**src/rtl/text_map_writer.sv**
```systemverilog
// Character-map writer: accepts an ASCII stream, tracks a cursor and writes the 80x60 text map.
// Optional macro WRAP_CLEAR_EN: blank each new row on every row advance.
module text_map_writer #(
   parameter int         COLS       = 80,
   parameter int         ROWS       = 60,
   parameter logic [7:0] BLANK_CHAR = 8'h20
) (
   input  logic        CLK_50M,
   input  logic        RST_N,
   input  logic [7:0]  CHAR_IN,
   input  logic        CHAR_VALID,
   output logic        CHAR_READY,
   output logic        MAP_WE,
   output logic [12:0] MAP_ADDR,
   output logic [7:0]  MAP_DIN,
   output logic [6:0]  CUR_COL,
   output logic [5:0]  CUR_ROW,
   output logic        BUSY
);

   localparam logic [1:0] S_CLEAR_ALL  = 2'd0;
   localparam logic [1:0] S_IDLE       = 2'd1;
   localparam logic [1:0] S_WRITE      = 2'd2;
`ifdef WRAP_CLEAR_EN
   localparam logic [1:0] S_CLEAR_LINE = 2'd3;
`endif
   localparam logic [6:0] LAST_COL     = 7'(COLS - 1);
   localparam logic [5:0] LAST_ROW     = 6'(ROWS - 1);

   logic [1:0]  r_state, w_state_n;
   logic [6:0]  r_col, w_col_n;
   logic [5:0]  r_row, w_row_n;
   logic [6:0]  r_clr_col, w_clr_col_n;
   logic [5:0]  r_clr_row, w_clr_row_n;
   logic        r_adv, w_adv_n;
   logic        r_we, w_we_n;
   logic [12:0] r_addr, w_addr_n;
   logic [7:0]  r_din, w_din_n;
   logic        r_ready, r_busy;
   logic [5:0]  w_row_inc;
   logic [6:0]  w_col_dec;

   assign w_row_inc = (r_row == LAST_ROW) ? 6'd0 : r_row + 6'd1;
   assign w_col_dec = r_col - 7'd1;

   // Next-state, cursor and write-port computation.
   always_comb begin
      w_state_n   = r_state;
      w_col_n     = r_col;
      w_row_n     = r_row;
      w_clr_col_n = r_clr_col;
      w_clr_row_n = r_clr_row;
      w_adv_n     = 1'b0;
      w_we_n      = 1'b0;
      w_addr_n    = r_addr;
      w_din_n     = r_din;
      case (r_state)
         S_CLEAR_ALL: begin
            w_we_n   = 1'b1;
            w_addr_n = {r_clr_row, r_clr_col};
            w_din_n  = BLANK_CHAR;
            if (r_clr_col == LAST_COL) begin
               w_clr_col_n = 7'd0;
               if (r_clr_row == LAST_ROW) begin
                  w_clr_row_n = 6'd0;
                  w_state_n   = S_IDLE;
               end else begin
                  w_clr_row_n = r_clr_row + 6'd1;
               end
            end else begin
               w_clr_col_n = r_clr_col + 7'd1;
            end
         end
`ifdef WRAP_CLEAR_EN
         S_CLEAR_LINE: begin
            w_we_n   = 1'b1;
            w_addr_n = {r_row, r_clr_col};
            w_din_n  = BLANK_CHAR;
            if (r_clr_col == LAST_COL) begin
               w_clr_col_n = 7'd0;
               w_state_n   = S_IDLE;
            end else begin
               w_clr_col_n = r_clr_col + 7'd1;
            end
         end
`endif
         S_IDLE: begin
            if (CHAR_VALID && r_ready) begin
               case (CHAR_IN)
                  8'h0D: begin
                     w_col_n   = 7'd0;
                     w_state_n = S_WRITE;
                  end
                  8'h0A: begin
                     w_col_n   = 7'd0;
                     w_row_n   = w_row_inc;
`ifdef WRAP_CLEAR_EN
                     w_clr_col_n = 7'd0;
                     w_state_n   = S_CLEAR_LINE;
`else
                     w_state_n   = S_WRITE;
`endif
                  end
                  8'h08: begin
                     w_state_n = S_WRITE;
                     if (r_col != 7'd0) begin
                        w_col_n  = w_col_dec;
                        w_we_n   = 1'b1;
                        w_addr_n = {r_row, w_col_dec};
                        w_din_n  = BLANK_CHAR;
                     end else begin
                        w_col_n  = r_col;
                     end
                  end
                  8'h0C: begin
                     w_col_n     = 7'd0;
                     w_row_n     = 6'd0;
                     w_clr_col_n = 7'd0;
                     w_clr_row_n = 6'd0;
                     w_state_n   = S_CLEAR_ALL;
                  end
                  default: begin
                     w_we_n    = 1'b1;
                     w_addr_n  = {r_row, r_col};
                     w_din_n   = CHAR_IN;
                     w_adv_n   = 1'b1;
                     w_state_n = S_WRITE;
                  end
               endcase
            end else begin
               w_state_n = S_IDLE;
            end
         end
         S_WRITE: begin
            w_state_n = S_IDLE;
            // Cursor advance is deferred to the end of the write cycle.
            if (r_adv) begin
               if (r_col == LAST_COL) begin
                  w_col_n = 7'd0;
                  w_row_n = w_row_inc;
`ifdef WRAP_CLEAR_EN
                  w_clr_col_n = 7'd0;
                  w_state_n   = S_CLEAR_LINE;
`endif
               end else begin
                  w_col_n = r_col + 7'd1;
               end
            end else begin
               w_col_n = r_col;
            end
         end
         default: begin
            w_col_n     = 7'd0;
            w_row_n     = 6'd0;
            w_clr_col_n = 7'd0;
            w_clr_row_n = 6'd0;
            w_state_n   = S_CLEAR_ALL;
         end
      endcase
   end

   // State and registered outputs; reset forces a fresh full clear.
   always_ff @(posedge CLK_50M) begin
      if (!RST_N) begin
         r_state   <= S_CLEAR_ALL;
         r_col     <= 7'd0;
         r_row     <= 6'd0;
         r_clr_col <= 7'd0;
         r_clr_row <= 6'd0;
         r_adv     <= 1'b0;
         r_we      <= 1'b0;
         r_addr    <= 13'd0;
         r_din     <= 8'd0;
         r_ready   <= 1'b0;
         r_busy    <= 1'b1;
      end else begin
         r_state   <= w_state_n;
         r_col     <= w_col_n;
         r_row     <= w_row_n;
         r_clr_col <= w_clr_col_n;
         r_clr_row <= w_clr_row_n;
         r_adv     <= w_adv_n;
         r_we      <= w_we_n;
         r_addr    <= w_addr_n;
         r_din     <= w_din_n;
         r_ready   <= (w_state_n == S_IDLE);
`ifdef WRAP_CLEAR_EN
         r_busy    <= (w_state_n == S_CLEAR_ALL) || (w_state_n == S_CLEAR_LINE);
`else
         r_busy    <= (w_state_n == S_CLEAR_ALL);
`endif
      end
   end

   assign CHAR_READY = r_ready;
   assign MAP_WE     = r_we;
   assign MAP_ADDR   = r_addr;
   assign MAP_DIN    = r_din;
   assign CUR_COL    = r_col;
   assign CUR_ROW    = r_row;
   assign BUSY       = r_busy;

endmodule

```
**config.mk**
```make
export PLATFORM = sky130hd
export DESIGN_NAME = text_map_writer
export DESIGN_NICKNAME = d
export VERILOG_FILES = /design/src/rtl/text_map_writer.sv
export SDC_FILE = /design/constraint.sdc
export NUM_CORES = 1
export LEC_CHECK = 0
export BUFFER_PORTS_ARGS = -buffer_cell sky130_fd_sc_hd__buf_2
export CAP_MARGIN = 25
export CORE_MARGIN = 2
export CORE_UTILIZATION = 57
export CTS_CLUSTER_SIZE = 28
export DETAILED_ROUTE_END_ITERATION = 16
export GPL_TIMING_DRIVEN = 0
export PLACE_DENSITY = 0.8
export SYNTH_ARGS = -nofsm -noshare
export SYNTH_HDL_FRONTEND = slang
export SYNTH_SLANG_ARGS = --single-unit
```
**constraint.sdc**
```tcl
create_clock -name CLK_50M -period 2.5 [get_ports CLK_50M]
set_input_delay 0.125 -clock CLK_50M [delete_from_list [all_inputs] [get_ports CLK_50M]]
set_output_delay 0.125 -clock CLK_50M [all_outputs]
set_load 0.01 [all_outputs]
```
# Word level (Yosys, flattened, before mapping)
# Cells that the tools add are included.
# W data, S select, Z words.
totals:
  register_bits: 53
  input_bits: 11
  out_inout_bits: 37
  word_cells: 90
op_classes:
  add_sub_neg: 5
  n_eq_ne: 20
  mux: 39
  n_bitwise: 2
  n_reduce_logical: 13
op_table:
  columns: ["cell", "count"]
  rows:
  - ["$pmux W13 S2", 2]
  - ["$mux W7", 7]
  - ["$mux W6", 8]
  - ["$pmux W7 S3", 2]
  - ["$pmux W6 S3", 2]
  - ["$eq A8 B4 Y1 const B", 4]
  - ["$pmux W8 S2", 2]
  - ["$mux W13", 2]
  - ["$mux W8", 2]
  - ["$add A7 B1 Y7 const B", 2]
  - ["$eq A7 B7 Y1 const B", 2]
  - ["$pmux W7 S2", 1]
  - ["$add A6 B1 Y6 const B", 2]
  - ["$eq A6 B6 Y1 const B", 2]
  - ["$pmux W6 S2", 1]
  - ["$ne A2 B2 Y1 const B", 5]
  - ["$reduce_and A5 Y1", 2]
  - ["$mux W2", 4]
  - ["$reduce_and A4 Y1", 2]
  - ["$reduce_bool A7 Y1", 1]
  - ["$sub A7 B1 Y7 const B", 1]
  - ["$pmux W2 S3", 1]
  - ["$reduce_and A3 Y1", 2]
  - ["$eq A2 B1 Y1 const B", 2]
  - ["13 further kinds", 18]

# Longest topological paths before layout
logic_depth:
  depth_word: 5
  mapped_depth: 9
  ltp_nobuf: 7

# Worst setup path after synthesis
# No wires, ideal clock.
synth_timing:
  path_type: "reg-to-reg"
  from: "register r_state[1]"
  to: "register r_clr_row[0]"
  setup_time_ns: 0.070
  t_arrival_ns: 2.069
  required_ns: 2.430
  setup_slack_ns: 0.361
  stages_incl_launch_ff: 10
  path_buffers: 2
  synth_period_minus_slack_ns: 2.139
  path_cell_list: "dfxtp_1 > inv_1 > ha_1 > buf_2 > inv_1 > o21ai_0 > or3_1 > clkbuf_1 > or3_1 > a21oi_1"
synth_between:
  elab_chain_cells: 3
  elab_cells_between_ends: 9
  classes_between: "eq/ne: 5; mux: 1; bitwise: 1; reduce/logical: 2"
synth_rtl:
  columns: ["element", "line_no", "text"]
  rows:
  - ["start, declared", "30", "logic [1:0] r_state, w_state_n;"]
  - ["start signal, assigned", "177", "r_state <= w_state_n;"]
  - ["$eq A2 B1 Y1 (tied with other cells)", "57", "case (r_state)"]
  - ["$ne A2 B1 Y1 (no line) (tied with other cells)", null, null]
  - ["$reduce_and A4 Y1 (no line)", null, null]
  - ["end signal, assigned", "181", "r_clr_row <= w_clr_row_n;"]
  - ["end, declared", "34", "logic [5:0] r_clr_row, w_clr_row_n;"]
# Parallel ways exist; a longest one is shown, timed or not.
# A chain may end at the register's enable or synchronous reset.

# Final worst setup path
# Ends and elaborated chain as after synthesis.

==> flow_summary.yaml <==
status:
  outcome: "completed"
yosys:
  synth-edff-count: 0
  synth_area_leaders: "dfxtp_1 35%, ha_1 4.1%, nand3_1 3.8%, nand2_1 3.7%, xor2_1 3.2%"
  main_combinational_cell_family_by_area_after_synthesis: "simple AND/OR/NAND/NOR gates"
  synthesis.nets: 375
  cell_taking_the_most_area_after_synthesis: "dfxtp_1"
  synthSimpleGateAreaFrac_pct: 25.30
  synthMuxAreaShare_pct: 3.013
  synth_async_sr_flop_share_pct: 0
  synth.yosys.seq_area_share_pct: 35.00
  synthesis_stage_register_bit_count: 53
  complex_gate_fraction_of_the_synthesized_area_pct: 23.32
  postSynthAreaPerCell_um2: 8.564
  synth_fa_ha_area_share_pct: 4.127
  synthCells: 354
  synth.most_common_cell: "dfxtp_1"
  synth-xor-area-share_pct: 4.622
  synth_largest_type_area_fraction_pct: 35.00
  synthTopCellsByCount: "53 x dfxtp_1, 30 x nand2_1, 23 x nand3_1"
  synth.distinct_cells: 65
  mappedNetlistArea_um2: 3032
  yosys_warnings: 0
  synth_ff_type: "dfxtp_1"
global_routing:
  wire_length_of_the_first_global_routing_pass_mm: 13.27
  grt.total_usage_pct: 27.63
  grt_start_max_net_pins: 18
  grt.overflow.total: 0
  grt_pass1_vias: 2729
  grt_antenna_before_repair: 0
power_and_ir_drop:
  cellLeakagePower_nw: 1.347
  ir_drop_mv: 0.2818
  pwr_density_cell_nw_per_um2: 576.7
  report.power.total_w: 0.001987
final_layout:
  diodes: 0
  area.growth.synth_to_final_pct: 13.66
  layout-drive-gt1-share_pct: 19.70
  num-nets-final: 426
die:
  design.core.area_um2: 5107
  chipHeight_um: 76.93
  rows: 26
  floorplan.die_area_um2: 5918
  chipWidth_um: 76.93
  starting_density_of_the_core_pct: 59.36
  pin_count: 48
sta:
  final-setup-viol-count: 0
  drv_slew: 0
  final_min_period_over_clock_period_pct: 97.90
  finalHoldViolCount: 0
  fmax_ghz: 0.4086
  fin_crit_ns: 2.448
  final.hold.worst_slack_ns: 0.1247
  final.setup_skew_ns: 0.007544
  unrepaired_setup_endpoints_after_global_routing: "true"
  slew_headroom_pct: 52.84
  worstMarginPinSlew_ns: 0.7059
worst_hold_path:
  hold_class: "in2reg"
  holdPathStages: 3
route:
  drt_iter0_markers: 285
  drc_errors: 0
  drt_pass1_iterations: 6
  detail_route.wl_per_cell_um: 17.18
  drt-total-wl_mm: 8.179
  via_density_per_instance: 6.452
  dr_total_vias: 3071
  antenna_left: 0
setup_path:
  timing.critical_path.cells: "inv_1 -> ha_1 -> buf_2 -> inv_1 -> a41oi_2 -> or3_1 -> clkbuf_1 -> or3_1 -> a21oi_1"
  critPathLaunchType: "flop"
  worst-setup-path-type: "reg2reg"
  crit_path_top_delay_cell: "or3_1"
  worstPathRequired_ns: 2.75
  worstPathArrival_ns: 2.70
  critical_path_fanouts_max: 10
  critical-path-max-stage-delay_ns: 0.44
  timing.critical_path.to_type: "flop"
  worst_reg_to_reg_cells: 9
job:
  count_of_max_cap_constraint_violations: 0
clock_tree:
  cts_buffers: 5
  ctsLongestPathBuffers: 2
  clk-insertion-delay-late_ns: 0.32
  cts_root_buf: "clkbuf_8"
  cts_tree: "built"
  htree_levels: 2
  path_clk_slew_ns: 0.10
  clock_sink_count: 53
place:
  dp_hpwl_mm: 6.028
  gpl.final_weighted_congestion: 0.9279
  io_buffer_count: 44
==> layout make-up <==
class	instances	area, um2
multi-input combinational	266	1842
fill	446	1662
sequential	53	1061
timing repair buffer	45	227.7
tap	70	87.58
buffer	19	80.08
clock buffer	5	68.82
inverter	15	56.30
clock inverter	3	22.52
==> worst paths after layout <==
kind          startpoint      endpoint  slack, ns
max           r_state[1]  r_clr_row[0]       0.05
min           CHAR_IN[4]    MAP_DIN[4]       0.12
max reg2reg   r_state[1]  r_clr_row[0]       0.05
min reg2reg  MAP_ADDR[5]   MAP_ADDR[5]       0.46
==> placed cells by master, fill, tap and decap left out, drive strengths merged, types with 3 or more instances in the layout <==
cell type,n
mux2i,8
xor2,11
or3,6
nor4b,4
clkinv,4
a41oi,3
dfxtp,53
o21ai,15
a221oi,4
nor4,6
o211ai,3
nor2,17
a211o,3
xnor2,5
a211oi,6
inv,14
a21oi,19
a31o,6
nand4,8
nand3,24
nor3,17
clkbuf,18
o32ai,4
a31oi,4
nand2,32
ha,10
and3,5
nor2b,4
buf,51
or4,4
nor3b,4
a32o,3
and2,5
==> critical path: cells and delay by family, from the launching register on <==
| family | cells | cell delay (ns) |
|---|---|---|
| simple gates | 2 | 0.80 |
| fa+ha+maj | 1 | 0.18 |
| buf+inv | 4 | 0.69 |
| compound gates | 2 | 0.30 |
| flops | 1 | 0.41 |
==> metrics by stage <==
stage	cells	util, %	area, um2	setup WS [ns]	TNS, ns
5_1_grt	476	67.47	3446	-0.04810	-0.04810
2_1_floorplan	354	-	3032	0.3611	0
3_3_place_gp	468	65.38	3339	0.001438	0
4_1_cts	476	67.39	3442	0.009489	0
3_5_place_dp	468	65.38	3339	-0.05027	-0.1696
6_report	476	67.47	3446	0.05239	0
==> cells by family (layout without fill, tap and decap cells) <==
kind of cell | after synthesis | in the layout
buffers and inverters | 35 | 87
adders and majority gates | 10 | 10
DFF | 53 | 53
AOI/OAI and AO/OA | 92 | 92
muxes | 9 | 9
and+or+nand+nor | 139 | 139
xor gates and xnor gates | 16 | 16
==> power by group <==
group          internal [W]  total (W)  switching [W]
Clock              0.000199   0.000497       0.000298
Combinational      0.000183   0.000519       0.000336
Sequential         0.000916   0.000971      0.0000550
==> sequential cells by signal, summed over array words and instances (netlist names) <==
register / cells
MAP_ADDR: 13
MAP_DIN: 8
CUR_COL: 7
r_clr_col: 7
CUR_ROW: 6
r_clr_row: 6
r_state: 2
BUSY: 1
CHAR_READY: 1
MAP_WE: 1
r_adv: 1
==> per-layer routing <==
layer | vias to the layer above | share of wire, % | track usage [%]
met4 | 0 | 1.8 | 10.36
met2 | 166 | 45 | 42.54
met5 | - | 0 | 0
met3 | 18 | 9.3 | 5.059
li1 | 1449 | - | -
met1 | 1438 | 44 | 38.52
==> what timing repair did <==
action / in CTS / in global routing
endpoints found under the hold margin: 0 / 0
hold buffers: 0 / 0
pin swaps: 0 / 1
setup buffers: 0 / 1
endpoints found under the setup margin: 5 / 16
gates resized for setup: 2 / 2
Power figures use the tool's default switching activity.
